===== src/rtl/serial_adder_pkg.sv =====
// serial_adder_pkg: shared state encoding and default widths for the serial adder and display-side top level
package serial_adder_pkg;
  localparam int WIDTH_DEF = 10;
  localparam int OUT_W_DEF = 12;
  typedef enum logic [1:0] {ST_IDLE = 2'd0, ST_SHIFT = 2'd1, ST_FINISH = 2'd2} state_t;
endpackage


===== src/rtl/full_adder_bit.sv =====
// full_adder_bit: one-bit full adder cell; ports a, b, cin in; s (sum), cout (carry) out
module full_adder_bit (
  input  logic a,
  input  logic b,
  input  logic cin,
  output logic s,
  output logic cout
);
  assign s = a ^ b ^ cin;
  assign cout = (a & b) | (cin & (a ^ b));
endmodule


===== src/rtl/serial_adder_ctrl.sv =====
// serial_adder_ctrl: LSB-first bit-serial adder; ports clk, rst_n (async low), start (rising edge), a/b operands in; sum (held, zero-extended), busy, done (1-cycle) out
module serial_adder_ctrl
  import serial_adder_pkg::*;
#(
  parameter int WIDTH = WIDTH_DEF,
  parameter int OUT_W = OUT_W_DEF
) (
  input  logic             clk,
  input  logic             rst_n,
  input  logic             start,
  input  logic [WIDTH-1:0] a,
  input  logic [WIDTH-1:0] b,
  output logic [OUT_W-1:0] sum,
  output logic             busy,
  output logic             done
);
  localparam int CW = $clog2(WIDTH > 1 ? WIDTH : 2);
  if (OUT_W < WIDTH + 1) begin : g_chk
    $error("OUT_W must be at least WIDTH+1");
  end
  state_t state, state_n;
  logic [WIDTH-1:0] a_sr, b_sr, s_sr;
  logic [CW-1:0] cnt;
  logic carry, start_q, start_rise, s, cout;
  assign start_rise = start & ~start_q;
  full_adder_bit u_fa (.a(a_sr[0]), .b(b_sr[0]), .cin(carry), .s(s), .cout(cout));
  always_comb begin
    state_n = ST_IDLE;
    case (state)
      ST_IDLE:  state_n = start_rise ? ST_SHIFT : ST_IDLE;
      ST_SHIFT: state_n = (cnt == CW'(WIDTH - 1)) ? ST_FINISH : ST_SHIFT;
      default:  state_n = ST_IDLE;
    endcase
  end
  always_ff @(posedge clk or negedge rst_n)
    if (!rst_n) state <= ST_IDLE;
    else state <= state_n;
  always_ff @(posedge clk or negedge rst_n) begin
    if (!rst_n) begin
      a_sr <= '0;
      b_sr <= '0;
      s_sr <= '0;
      carry <= 1'b0;
      cnt <= '0;
      start_q <= 1'b0;
      sum <= '0;
      busy <= 1'b0;
      done <= 1'b0;
    end else begin
      start_q <= start;
      done <= 1'b0;
      if (state == ST_IDLE && start_rise) begin
        a_sr <= a;
        b_sr <= b;
        s_sr <= '0;
        carry <= 1'b0;
        cnt <= '0;
        busy <= 1'b1;
      end else if (state == ST_SHIFT) begin
        s_sr <= {s, s_sr[WIDTH-1:1]};
        carry <= cout;
        a_sr <= a_sr >> 1;
        b_sr <= b_sr >> 1;
        cnt <= cnt + 1'b1;
      end else if (state == ST_FINISH) begin
        sum <= OUT_W'({carry, s_sr});
        done <= 1'b1;
        busy <= 1'b0;
      end
    end
  end
endmodule


===== config.mk =====
export PLATFORM = sky130hd
export DESIGN_NAME = serial_adder_ctrl
export DESIGN_NICKNAME = d
export VERILOG_FILES = /design/src/rtl/serial_adder_pkg.sv /design/src/rtl/full_adder_bit.sv /design/src/rtl/serial_adder_ctrl.sv
export SDC_FILE = /design/constraint.sdc
export NUM_CORES = 1
export LEC_CHECK = 0
export ABC_AREA = 1
export BUFFER_PORTS_ARGS = -buffer_cell sky130_fd_sc_hd__clkbuf_2
export CELL_PAD_IN_SITES_DETAIL_PLACEMENT = 0
export CELL_PAD_IN_SITES_GLOBAL_PLACEMENT = 1
export CORE_ASPECT_RATIO = 0.8
export CORE_MARGIN = 4
export CORE_UTILIZATION = 30
export DETAILED_ROUTE_END_ITERATION = 10
export PLACE_DENSITY_LB_ADDON = 0.1
export SYNTH_ARGS = -nofsm -noshare
export SYNTH_HDL_FRONTEND = slang
export SYNTH_SLANG_ARGS = --single-unit

===== constraint.sdc =====
create_clock -name clk -period 1.5 [get_ports clk]
set_input_delay 0.15 -clock clk [delete_from_list [all_inputs] [get_ports clk]]
set_output_delay 0.15 -clock clk [all_outputs]
set_load 0.02 [all_outputs]

Word-level counts from Yosys, hierarchy flattened
Cells that the tools add are included.

Add/subtract/negate cells: 1. Bitwise gates (word level): 9. Reductions and logical operators: 6. Equality and inequality tests: 4. Mux-type cells: 19.

Operators by type and width (number): $mux W10 (6); $mux W1 (9); $mux W4 (2); $add A4 B1 Y4 const B (1); $eq A4 B4 Y1 const B (1); $pmux W2 S2 (1); $reduce_bool A2 Y1 (2); $and A1 B1 Y1 (3); $not A1 Y1 (3); $reduce_and A3 Y1 (1); $eq A2 B1 Y1 const B (1); $eq A2 B2 Y1 const B (1); $logic_not A2 Y1 (1); $mux W2 (1); $ne A2 B2 Y1 const B (1); $reduce_and A2 Y1 (1); $xor A1 B1 Y1 (2); $logic_and A1 B1 Y1 (1); $or A1 B1 Y1 (1).

Output and inout port bits: 14. Word-level logic and storage cells: 49. Register bits after elaboration: 51. Input bits: 23.

Depth between registers and ports, before layout
Gate-level depths: netlist (run 1).

Depth in word-level cells: 5. Depth in mapped cells: 8. Gate-level depth less buffers: 7.

By module
A second synthesis (run 1) with hierarchy kept.

Cells, all modules: 269. Area total of the unflattened synthesis: 2282.2 um^2.

By module, submodules not included: serial_adder_ctrl (times used 1, seq. area each 1276.2 um^2, cells each 268, area each 2262.2 um^2); full_adder_bit (times used 1, seq. area each 0.0 um^2, cells each 1, area each 20.0 um^2).

Worst setup path after synthesis (run 1)
No wires, ideal clock.

Path kind: flip-flop to flip-flop. Start point: register state[1]. End point: register cnt[0]. Clock period less this slack: 1.126 ns. Required time: 1.374 ns. Arrival: 1.000 ns. Buffers on the path: 1. Setup time: 0.126 ns. Cell stages (with the launch flop): 6. Path slack: 0.374 ns. Cells stage by stage: dfrtp_1 nor2_1 nand2_1 nand2_1 buf_2 a21oi_1.

Word-level cells in the longest chain between the ends: 3. Elaborated cells between the ends (all ways): 5. Those cells by class: eq/ne: 1; mux: 1; reduce/logical: 3.

Ends and longest elaborated chain: from (decl) (line serial_adder_ctrl.sv:21) `state_t state, state_n;`; from (signal assigned) (line serial_adder_ctrl.sv:37) `else state <= state_n;`; $logic_not A2 Y1 (line serial_adder_ctrl.sv:52) `if (state == ST_IDLE && start_rise) begin`; $logic_and A1 B1 Y1 (line serial_adder_ctrl.sv:52); $mux W4 or $reduce_bool A2 Y1 (tied branches); to (signal assigned) (line serial_adder_ctrl.sv:64) `cnt <= cnt + 1'b1;`; to (decl) (line serial_adder_ctrl.sv:23) `logic [CW-1:0] cnt;`.

Parallel ways exist; a longest one is shown, timed or not. A chain may end at the register's enable or synchronous reset.

Final worst setup path (run 1)
Start point: input start. End point: register b_sr[8].

Word-level cells in the longest chain between the ends: 3. Elaborated cells between the ends (all ways): 4. Those cells by class: mux: 1; bitwise: 1; reduce/logical: 2.

Ends and longest elaborated chain: from (decl) (line serial_adder_ctrl.sv:10) `input logic start,`; $and A1 B1 Y1 * (line serial_adder_ctrl.sv:25) `assign start_rise = start & ~start_q;`; $logic_and A1 B1 Y1 * (line serial_adder_ctrl.sv:52); $mux W10 or $reduce_bool A2 Y1 (tied branches); to (signal assigned) (line serial_adder_ctrl.sv:63) `b_sr <= b_sr >> 1;`; to (decl) (line serial_adder_ctrl.sv:22) `logic [WIDTH-1:0] a_sr, b_sr, s_sr;`.

Every way passes the cells marked *; elsewhere a longest branch is shown, timed or not.

==> results.cfg, run 1 <==
[place]
placedCellCount = 405
place_hpwl_um = 3250
place_congestion = 0.698
place.port_buffers = 35
place_area_um2 = 2630
dp_slack_ns = 0.274

[sta]
fin_ws_ns = 0.209
finalHoldViolCount = 0
period_needed_ns = 1.29
fin_crit_sh_pct = 86.0
holdWs_ns = 0.0646
final-setup-viol-count = 0
fin_worst_skew_ns = 0.00632
rsz0062_at_grt = no
drv_slew = 0
setup-tns-final_ns = 0
timing.fmax_mhz = 775

[clock_tree]
hold_buffers = 2
cts_root_buffer = clkbuf_8
htree_levels = 2
cts_buffer_depth = 2
clk_pin_slew_worst_paths_ns = 0.09
cts_made_buffers = 5
cts_setup_buffers = 0
cts_tree = done
clock-sinks = 51
clk_latency_ns = 0.31
ctsResizeCount = 0

[die]
io_pins = 37
die_h_um = 86.0
coreArea_um2 = 7390
die_w_um = 106
start_util_pct = 30.9
die-area_um2 = 9080
rows = 28

[logic_synthesis]
synth.distinct_cells = 18
synth.area.top_cells = dfrtp_1 56%, nand2_1 17%, nand3_1 6.1%
yosysTopAreaCell = dfrtp_1
synth_top_area_share_pct = 55.9
ys_seq_elements = 51
async_reset_ff_share_pct = 100
syn_area_um2 = 2280
synth-edff-count = 0
avgSynthCellArea_um2 = 8.48
syn-instance-count = 269
seq_area_frac_synth_pct = 55.9
yosysWarnings = 0
syn_nets = 295
ys.flop_type = dfrtp_1

[cells_and_area]
most-common-layout-cells = 101 x nand2_1, 51 x dfrtp_1, 35 x clkbuf_2
diodes = 0
area_delta_synth_final_pct = 21.3
finalNonFillerCells = 415
layout_commonest_cell = nand2_1
fin_area_um2 = 2770
final_nets = 335
post-route-util_pct = 37.5
drive_above_1_share_pct = 18.7

[critical_path]
reg2reg_depth = 6
crit_type = in2reg
r2r_start = state[1]
r2r-end = b_sr[8]
critical_path.max_fanout = 23
required_ns = 1.75
crit_start = start
worstPathArrival_ns = 1.54
start_kind = input port
cp-end-kind = flip-flop
rrSetupSlack_ns = 0.26
cp-endpoint = b_sr[8]

[pwr]
pwr-share-clk_pct = 18.8
power_switching_mw = 2.18
total_power_mw = 5.51
pwr_density_cell_nw_per_um2 = 1990
p_int_mw = 3.34
swShare_pct = 39.5
peakVddDrop_v = 0.000609
share_comb_of_total_power_pct = 39.6
seq_power_share_pct = 41.6
p_leak_nw = 1.44

[grt]
globalRouteTotalUtil_pct = 12.2
grt_pass1_vias = 1803
grt_pass1_wl_um = 8800
grt-ovfl-total = 0
grt_max_degree = 52
antenna_found_initial = 0

[drt]
drcViolationCount = 0
wl_per_cell_um = 11.9
routed_wirelength_um = 4930
num_vias = 1779
viasPerCell = 4.29
final_antenna_net_count = 0
drt_iter0_markers = 70
firstDrtPassIters = 4

[hold_path]
hold_class = in2reg

[status]
outcome = complete, no violations

[job]
maxCapViolations = 0
[worst max-delay path: stages]
cell	delay [ns]
dlygate4sd3_1	0.52
clkbuf_2	0.11
inv_1	0.04
nor2_1	0.16
nand2_1	0.12
buf_4	0.23
o21ai_1	0.10
nand2_1	0.06
nand2_1	0.05
[worst min-delay path by stage]
stage | startpoint | endpoint | cells past startpoint
after floorplan | rst_n | a_sr[0] | 0
after global placement | rst_n | sum[1] | 2
after detailed placement | rst_n | sum[1] | 2
after CTS | a[9] | a_sr[9] | 3
after global routing | a[9] | a_sr[9] | 3
final | a[9] | a_sr[9] | 3
[power by group through the flow]
stage          Clock, mW  Combinational, mW  Sequential, mW
2_1_floorplan          0               1.35            2.47
3_3_place_gp           0               2.22            2.32
3_5_place_dp           0               2.23            2.33
4_1_cts             1.07               2.25            2.30
5_1_grt             1.12               2.54            2.38
6_report            1.03               2.18            2.30
[final cells by class]
| type | instances | area [um^2] |
|---|---|---|
| Fill cell | 814 | 4620 |
| Clock inverter | 2 | 38.8 |
| Multi-Input combinational cell | 183 | 855 |
| Clock buffer | 6 | 82.6 |
| Timing Repair Buffer | 50 | 318 |
| Inverter | 18 | 67.6 |
| Sequential cell | 51 | 1280 |
| Tap cell | 105 | 131 |
[per-layer routing]
layer	track usage, %	part of all wire, %
met5	0	0
met3	2.93	4.6
met1	16.8	51
met4	3.88	1.3
met2	19.0	43
[registers in the layout, indices dropped and copies added (netlist names)]
register / cells
state: 2
s_sr: 10
a_sr: 10
done: 1
sum: 11
b_sr: 10
start_q: 1
cnt: 4
carry: 1
busy: 1
[kinds of logic (layout without fill, tap and decap cells)]
group	Yosys count	count (layout)	synth area share (%)
compound gates	28	28	6.14
fa+ha+maj	3	3	1.97
buf+inv	35	76	6.63
flops	51	51	55.9
other cells	1	1	0.164
simple gates	151	151	29.2
[synthesized netlist by cell type (2+ instances only)]
cell type / n
nand3b_1: 16
dfrtp_1: 51
nand3_1: 28
ha_1: 2
buf_2: 13
nand2_1: 101
inv_1: 17
nor2_1: 4
o21ai_0: 17
o21ai_1: 10
clkbuf_1: 3
Note: power is estimated with default switching activity, not from simulation.
==> run 2, diff against run 1 <==
--- a/config.mk
+++ b/config.mk
@@ -5,7 +5,6 @@
 export SDC_FILE = /design/constraint.sdc
 export NUM_CORES = 1
 export LEC_CHECK = 0
-export ABC_AREA = 1
 export BUFFER_PORTS_ARGS = -buffer_cell sky130_fd_sc_hd__clkbuf_2
 export CELL_PAD_IN_SITES_DETAIL_PLACEMENT = 0
 export CELL_PAD_IN_SITES_GLOBAL_PLACEMENT = 1
@@ -13,7 +12,7 @@
 export CORE_MARGIN = 4
 export CORE_UTILIZATION = 30
 export DETAILED_ROUTE_END_ITERATION = 10
-export PLACE_DENSITY_LB_ADDON = 0.1
+export PLACE_DENSITY = 0.56
 export SYNTH_ARGS = -nofsm -noshare
 export SYNTH_HDL_FRONTEND = slang
 export SYNTH_SLANG_ARGS = --single-unit
==> results.cfg, run 2 <==
[clock_tree]
cts_setup_buffers = 0
cts_tree = done
cts_buffer_depth = 2
cts_root_buffer = clkbuf_8
clk_pin_slew_worst_paths_ns = 0.10
clk_latency_ns = 0.31
cts_made_buffers = 5
htree_levels = 2
clock-sinks = 51

[pwr]
peakVddDrop_v = 0.000718
p_leak_nw = 1.29
pwr_density_cell_nw_per_um2 = 1970
total_power_mw = 5.15

[grt]
grt_max_degree = 52
grt_pass1_vias = 1638
antenna_found_initial = 0
grt-ovfl-total = 0
globalRouteTotalUtil_pct = 11.8
grt_pass1_wl_um = 8060

[place]
place.port_buffers = 35
place_hpwl_um = 2890
place_congestion = 0.695

[logic_synthesis]
syn-instance-count = 213
synth_compound_area_share_pct = 6.26
yosys.area_share.adder_pct = 2.09
yosysWarnings = 0
async_reset_ff_share_pct = 100
synth.distinct_cells = 26
synth_top_area_share_pct = 59.1
synth.area.top_cells = dfrtp_1 59%, nand2_1 11%, mux2_2 5.7%
syn_area_um2 = 2160
synth_top_family_by_area = simple AND/OR/NAND/NOR gates
avgSynthCellArea_um2 = 10.1
ys.flop_type = dfrtp_1
synthXorXnorAreaFrac_pct = 0
synth_simple_gate_area_share_pct = 20.9
synthMuxAreaShare_pct = 6.20
synth-edff-count = 0
seq_area_frac_synth_pct = 59.1
ys_seq_elements = 51
synth.most_common_cell = nand2_1
yosysTopAreaCell = dfrtp_1
syn_nets = 239
synth_common_cells = 65 x nand2_1, 51 x dfrtp_1, 18 x nand3_1

[critical_path]
worstPathArrival_ns = 1.64
crit_type = in2reg
critical_path.max_fanout = 27
critPathSlowestCell = dlygate4sd3_1
required_ns = 1.69
r2r_start = state[1]
start_kind = input port
cp-end-kind = flip-flop
crit_start = start
cpPeakStageDelay_ns = 0.52
cp_cell_sequence = dlygate4sd3_1 > buf_2 > or4b_4 > buf_12 > nand3_1 > o21ai_1

[sta]
drv_slew = 0
timing.fmax_mhz = 691
setup-tns-final_ns = 0
fin_crit_sh_pct = 96.5
period_needed_ns = 1.45
rsz0062_at_grt = no
fin_worst_skew_ns = 0.00923
final-setup-viol-count = 0
finalHoldViolCount = 0

[hold_path]
hold_class = in2reg
hold_start = b[9]

[die]
die_h_um = 83.9
die_w_um = 103
start_util_pct = 31.2
io_pins = 37
coreArea_um2 = 6930
die-area_um2 = 8630
rows = 27

[cells_and_area]
diodes = 0
top_register = sum
layout_commonest_cell = nand2_1
final_nets = 279
nFillCells = 715
drive_above_1_share_pct = 29.1
most-common-layout-cells = 65 x nand2_1, 51 x dfrtp_1, 34 x clkbuf_2
area_delta_synth_final_pct = 21.0
largest_register_ffs = 11

[drt]
drcViolationCount = 0
routed_wirelength_um = 4540
firstDrtPassIters = 4
drt_iter0_markers = 54
num_vias = 1587
viasPerCell = 4.65
final_antenna_net_count = 0
wl_per_cell_um = 13.3

[status]
outcome = complete, no violations

[job]
maxCapViolations = 0
==> run 2: timing repair <==
item / 4_1_cts / 5_1_grt
hold buffers: 2 / 0
resized for setup: 7 / 8
endpoints found under the setup margin: 35 / 10
endpoints found under the hold margin: 52 / 0
pin swaps: 0 / 0
==> run 2: area by class of cell <==
| cell class | count | area [um^2] | area share, % |
|---|---|---|---|
| Sequential cell | 51 | 1280 | 48.8 |
| Clock inverter | 2 | 16.3 | 0.622 |
| Clock buffer | 6 | 82.6 | 3.16 |
| Tap cell | 87 | 109 | 4.16 |
| Multi-Input combinational cell | 145 | 795 | 30.4 |
| Inverter | 2 | 7.51 | 0.287 |
| Timing Repair Buffer | 48 | 328 | 12.5 |
==> run 2: final timing paths <==
| path | cells past startpoint | slack [ns] | end |
|---|---|---|---|
| min | 3 | 0.04 | b_sr[9] |
| max reg2reg | 4 | 0.07 | cnt[1] |
| max in group asynchronous | 3 | 0.90 | b_sr[6] |
| min reg2reg | 2 | 0.49 | busy |
| min in group asynchronous | 3 | 0.37 | sum[6] |
| max | 6 | 0.05 | cnt[1] |
==> run 2: worst max-delay path, delay by kind of cell <==
kind	cells	cell delay (ns)
AOI/OAI and AO/OA	1	0.06
and+or+nand+nor	2	0.60
buffers and inverters	3	0.83
==> run 2: layer usage <==
layer	wire, um	vias to the layer above	part of all wire (%)	track usage [%]
met5	0	-	0	0
met4	60	0	1.3	3.88
met3	157	5	3.5	2.42
met2	2070	29	46	17.9
met1	2250	765	50	16.9
li1	-	788	-	-
==> run 2: report_power, final <==
group	leakage (nW)	switching (mW)	internal [mW]
clock network	0.0474	0.482	0.378
registers	0.634	0.359	1.97
logic	0.607	1.13	0.838
==> run 2: cell families after synthesis <==
family | Yosys count
buffers and inverters | 17
AO/OA/AOI/OAI | 22
AND/OR/NAND/NOR | 107
adder cells (fa/ha/maj) | 3
other | 1
flip-flops | 51
multiplexers | 12
==> run 2: metrics by stage <==
step	cells	setup WS, ns	hold WS [ns]	instance area, um^2	util [%]
after floorplan	213	0.0498	-0.146	2160	-
after global placement	331	-0.102	0.172	2450	35.3
after detailed placement	331	-0.123	0.173	2450	35.3
after CTS	341	0.0387	0.0403	2590	37.5
after global routing	341	0.00453	0.0584	2610	37.7
final	341	0.0523	0.0373	2610	37.7
